File: config.mk
export PLATFORM = sky130hd
export DESIGN_NAME = mano_bus_regfile
export DESIGN_NICKNAME = d
export VERILOG_FILES = /design/src/rtl/mano_bus_regfile.sv
export SDC_FILE = /design/constraint.sdc
export NUM_CORES = 1
export LEC_CHECK = 0
export ABC_CLOCK_PERIOD_IN_PS = 2400
export BUFFER_PORTS_ARGS = -buffer_cell sky130_fd_sc_hd__buf_2
export CAP_MARGIN = 10
export CORE_ASPECT_RATIO = 0.6
export CORE_MARGIN = 5
export CORE_UTILIZATION = 55
export CTS_CLUSTER_SIZE = 8
export DETAILED_ROUTE_END_ITERATION = 10
export HOLD_SLACK_MARGIN = 0.12
export PLACE_DENSITY = 0.79
export SLEW_MARGIN = 30
export SYNTH_ARGS = -nofsm -noshare
export SYNTH_HDL_FRONTEND = slang
export SYNTH_SLANG_ARGS = --single-unit
File: constraint.sdc
create_clock -name clk -period 2.4 [get_ports clk]
set_clock_uncertainty 0.1 [all_clocks]
set_input_delay 0.24 -clock clk [delete_from_list [all_inputs] [get_ports clk]]
set_output_delay 0.24 -clock clk [all_outputs]
set_load 0.01 [all_outputs]
File: src/rtl/mano_bus_regfile.sv
// Mano-style common-bus register file: NREG registers with per-register load/inc/dec/clr strobes.
// Optional decrement support is compiled in with `define REGFILE_DEC_EN.

module mano_bus_regfile_cell #(
  parameter int WIDTH = 16
) (
  input  logic             clk,
  input  logic             rst_n,
  input  logic [WIDTH-1:0] bus,
  input  logic             ld,
  input  logic             inc,
  input  logic             dec,
  input  logic             clr,
  output logic [WIDTH-1:0] q,
  output logic             wrap
);

`ifndef REGFILE_DEC_EN
  // dec is kept on the port list in every build but has no effect here.
  logic unused_dec;
  assign unused_dec = dec;
`endif

  always_ff @(posedge clk or negedge rst_n) begin
    if (!rst_n) begin
      q    <= '0;
      wrap <= 1'b0;
    end else begin
      wrap <= 1'b0;
      if (ld) begin
        q <= bus;
      end else if (inc) begin
        q    <= q + WIDTH'(1);
        wrap <= &q;
`ifdef REGFILE_DEC_EN
      end else if (dec) begin
        q    <= q - WIDTH'(1);
        wrap <= ~|q;
`endif
      end else if (clr) begin
        q <= '0;
      end
    end
  end

endmodule

module mano_bus_regfile #(
  parameter int WIDTH = 16,
  parameter int NREG  = 7,
  parameter int SEL_W = 4
) (
  input  logic                  clk,
  input  logic                  rst_n,
  input  logic [SEL_W-1:0]      bus_sel,
  input  logic [WIDTH-1:0]      mem_in,
  input  logic [NREG-1:0]       ld,
  input  logic [NREG-1:0]       inc,
  input  logic [NREG-1:0]       dec,
  input  logic [NREG-1:0]       clr,
  output logic [WIDTH-1:0]      bus,
  output logic [NREG*WIDTH-1:0] reg_q,
  output logic [NREG-1:0]       wrap
);

  generate
    if (NREG < 1 || NREG > 15 || (2**SEL_W) < NREG + 1) begin : g_bad_param
      $error("mano_bus_regfile: illegal NREG/SEL_W combination");
    end
  endgenerate

  logic [NREG-1:0][WIDTH-1:0] q;

  // Unused select codes fall through to zero so the bus is never floating.
  always_comb begin
    bus = '0;
    if (bus_sel == '0) begin
      bus = mem_in;
    end else begin
      for (int k = 1; k <= NREG; k++) begin
        if (bus_sel == SEL_W'(k)) bus = q[k-1];
      end
    end
  end

  generate
    for (genvar i = 0; i < NREG; i++) begin : g_reg
      mano_bus_regfile_cell #(.WIDTH(WIDTH)) u_cell (
        .clk  (clk),
        .rst_n(rst_n),
        .bus  (bus),
        .ld   (ld[i]),
        .inc  (inc[i]),
        .dec  (dec[i]),
        .clr  (clr[i]),
        .q    (q[i]),
        .wrap (wrap[i])
      );
    end
  endgenerate

  assign reg_q = q;

endmodule

==> flow_metrics.env <==
export IMPL_synth_cell_area_mm2=0.00823
export IMPL_die_area_mm2=0.0176
export IMPL_wl_met1_mm=13.3
export IMPL_portBuffers=177
export IMPL_core_area_mm2=0.0146
export IMPL_instances_no_fill=1351
export IMPL_yosysTopAreaCell="dfrtp_1"
export IMPL_place_gp_congestion=0.987
export IMPL_r2r_cells=6
export IMPL_relSlewSlack_pct=52.1
export IMPL_path_clk_slew_ps=60
export IMPL_worst_pin_slew_ps=717
export IMPL_io_pins=185
export IMPL_nets=1195
export IMPL_syn2layout_area_growth_pct=26.5
export IMPL_insertion_delay_ps=410
export IMPL_r2r_end="g_reg[4].u_cell.q[14]"
export IMPL_cpMostUsedCell="buf_2"
export IMPL_drt_wl_total_mm=32.6
export IMPL_start_kind="primary input"
export IMPL_synth_cell_type_count=71
export IMPL_slew_viol_final=0
export IMPL_firstDrtPassIters=6
export IMPL_end_kind="output pin"
export IMPL_min_period_ps=2380
export IMPL_drt_initial_drc_count=1415
export IMPL_rows=34
export IMPL_synthesis_nets=975
export IMPL_arrival_ps=2040
export IMPL_status="finished clean"
export IMPL_setup_viol=0
export IMPL_synth_edf_count=0
export IMPL_r2r_slack_ps=240
export IMPL_maxUsedRoutingLayer="met4"
export IMPL_critPathLaunch="bus_sel[2]"
export IMPL_route_antenna_remaining_nets=0
export IMPL_hold_viol=0
export IMPL_peakVddDrop_v=0.000451
export IMPL_critPathSlowestCell="a21oi_2"
export IMPL_finalCritPeriodShare_pct=99.3
export IMPL_drv_cap=0
export IMPL_yosysSeqAreaShare_pct=36.2
export IMPL_grt_max_degree=61
export IMPL_grt_pass1_wl_mm=48.9
export IMPL_slowest_delay_ps=370
export IMPL_timing_fmax_mhz=420
export IMPL_yosysWarnings=0
export IMPL_grt_pass1_vias=8076
export IMPL_cp_max_fo=18
export IMPL_antenna_found_initial=1
export IMPL_start_util_pct=56.4
export IMPL_syn_inst=918
export IMPL_synth_top_cells_by_count="dfrtp_1 (119), nor2_1 (66), nand2_1 (65)"
export IMPL_cts_buffers=17
export IMPL_cp_top_family="compound AO/OA/AOI/OAI gates"
export IMPL_netlist_area_leader_share_pct=36.2
export IMPL_cp_cell_sequence="buf_2, nor2b_1, buf_4, a22oi_1, o221a_2, a21oi_2, buf_2"
export IMPL_async_flop_share_pct=100
export IMPL_hp_class="in2reg"
export IMPL_ctsRootBufferMaster="clkbuf_16"
export IMPL_synth_most_common_cell="dfrtp_1"
export IMPL_worst_setup_path_type="in2out"
export IMPL_overflow=0
export IMPL_dp_cells=1309
export IMPL_power_density_mw_per_mm2=627
export IMPL_dieHeight_um=105
export IMPL_r2r_start="g_reg[4].u_cell.q[0]"
export IMPL_drive_gt1_share_pct=29.7
export IMPL_vias_per_cell=6.70
export IMPL_synth_area_top_cells="dfrtp_1 (36%), o2bb2ai_1 (5.1%), xor2_1 (3.8%), a21oi_1 (3.5%), xnor2_1 (3.1%)"
export IMPL_wl_per_cell_um=24.1
export IMPL_drc=0
export IMPL_wl_met2_mm=13.1
export IMPL_fin_setup_tns_ps=0
export IMPL_endpoint="bus[12]"
export IMPL_ys_seq_elements=119
export IMPL_fp_dieW_um=168
export IMPL_crit_cells=7
export IMPL_place_hpwl_mm=24.0
export IMPL_wl_met3_mm=5.15
export IMPL_total_power_mw=6.53
export IMPL_syn_avg_cell_area_um2=8.97
export IMPL_clockBufferDepth=2
export IMPL_htree_levels=4
export IMPL_cts_tree="done"
export IMPL_clock_sinks=119
export IMPL_vias=9048
export IMPL_synth_top_flop_cell="dfrtp_1"
export IMPL_path_buf_inv=3
export IMPL_grt_usage_pct=35.8
export IMPL_crit_required_ps=2060
export IMPL_p_leak_nw=4.78
## worst min-delay path, stage by stage
cell and delay (ps):
buf_2 150, nand4_1 150, nor4_1 80
## cell usage in the layout, fill, tap and decap left out, drive strengths merged, types with 29 or more instances in the layout
cell,count
a21oi,63
buf,261
dfrtp,119
inv,29
nand2,65
nand3,38
nand4,35
nor2,66
o2bb2ai,48
xnor2,29
xor2,36
## state kept, by name (all words and copies together), names as in the netlist
signal and cells:
g.u_cell.q 112, g.u_cell.wrap 7
## kinds of logic after synthesis
kind of cell	count (synthesis)	synth area share, %
and+or+nand+nor	306	19.3
xor gates and xnor gates	65	6.92
DFF	119	36.2
muxes	36	4.62
adders and majority gates	7	1.06
AOI/OAI and AO/OA	289	26.6
buffers and inverters	96	5.23
## metrics by stage
step	util (%)	setup WS, ps	hold WS, ps	instance area (um^2)
2_1_floorplan	-	410	-156	8230
3_3_place_gp	66.5	63.2	69.7	9700
3_5_place_dp	66.5	59.4	67.7	9700
4_1_cts	70.8	2.38	139	10300
5_1_grt	71.3	-18.2	149	10400
6_report	71.3	16.6	142	10400
## final cells by class
cell class	instances	area, um^2
clock inverters	8	95.1
fillers	1131	4180
flip-flops and latches	119	2980
repair buffers	266	1610
inverters	31	116
multi-input cells	703	4860
diodes	2	5.00
clock buffers	24	492
well taps	198	248
## per-layer routing
layer,track usage (%),vias to the layer above
met5,0,-
met4,12.0,0
met3,15.4,93
met2,47.6,706
met1,51.8,4325
li1,-,3924
## worst min-delay path by stage
| stage | cells past startpoint | slack, ps | start | end |
|---|---|---|---|---|
| after CTS | 2 | 140 | ld[5] | g_reg[5].u_cell.q[3] |
| after detailed placement | 1 | 70 | rst_n | g_reg[4].u_cell.q[10] |
| final | 3 | 140 | inc[5] | g_reg[5].u_cell.wrap |
| after global placement | 1 | 70 | rst_n | g_reg[4].u_cell.q[12] |
| after global routing | 2 | 150 | ld[4] | g_reg[4].u_cell.q[13] |
| after floorplan | 0 | -160 | rst_n | g_reg[0].u_cell.q[0] |
## power by group
| part | total [mW] | switching, mW | leakage (nW) | internal [mW] |
|---|---|---|---|---|
| Combinational | 1.46 | 0.851 | 2.91 | 0.607 |
| Clock | 2.56 | 0.927 | 0.286 | 1.63 |
| Sequential | 2.51 | 0.334 | 1.58 | 2.18 |
## repair_timing
| item | CTS | global route |
|---|---|---|
| hold endpoints to repair | 124 | 0 |
| endpoints found under the setup margin | 3 | 10 |
| resized for setup | 3 | 11 |
| pin swaps | 0 | 4 |
| hold buffers | 4 | 0 |
| setup buffers | 0 | 4 |
Note: power is estimated with default switching activity, not from simulation.
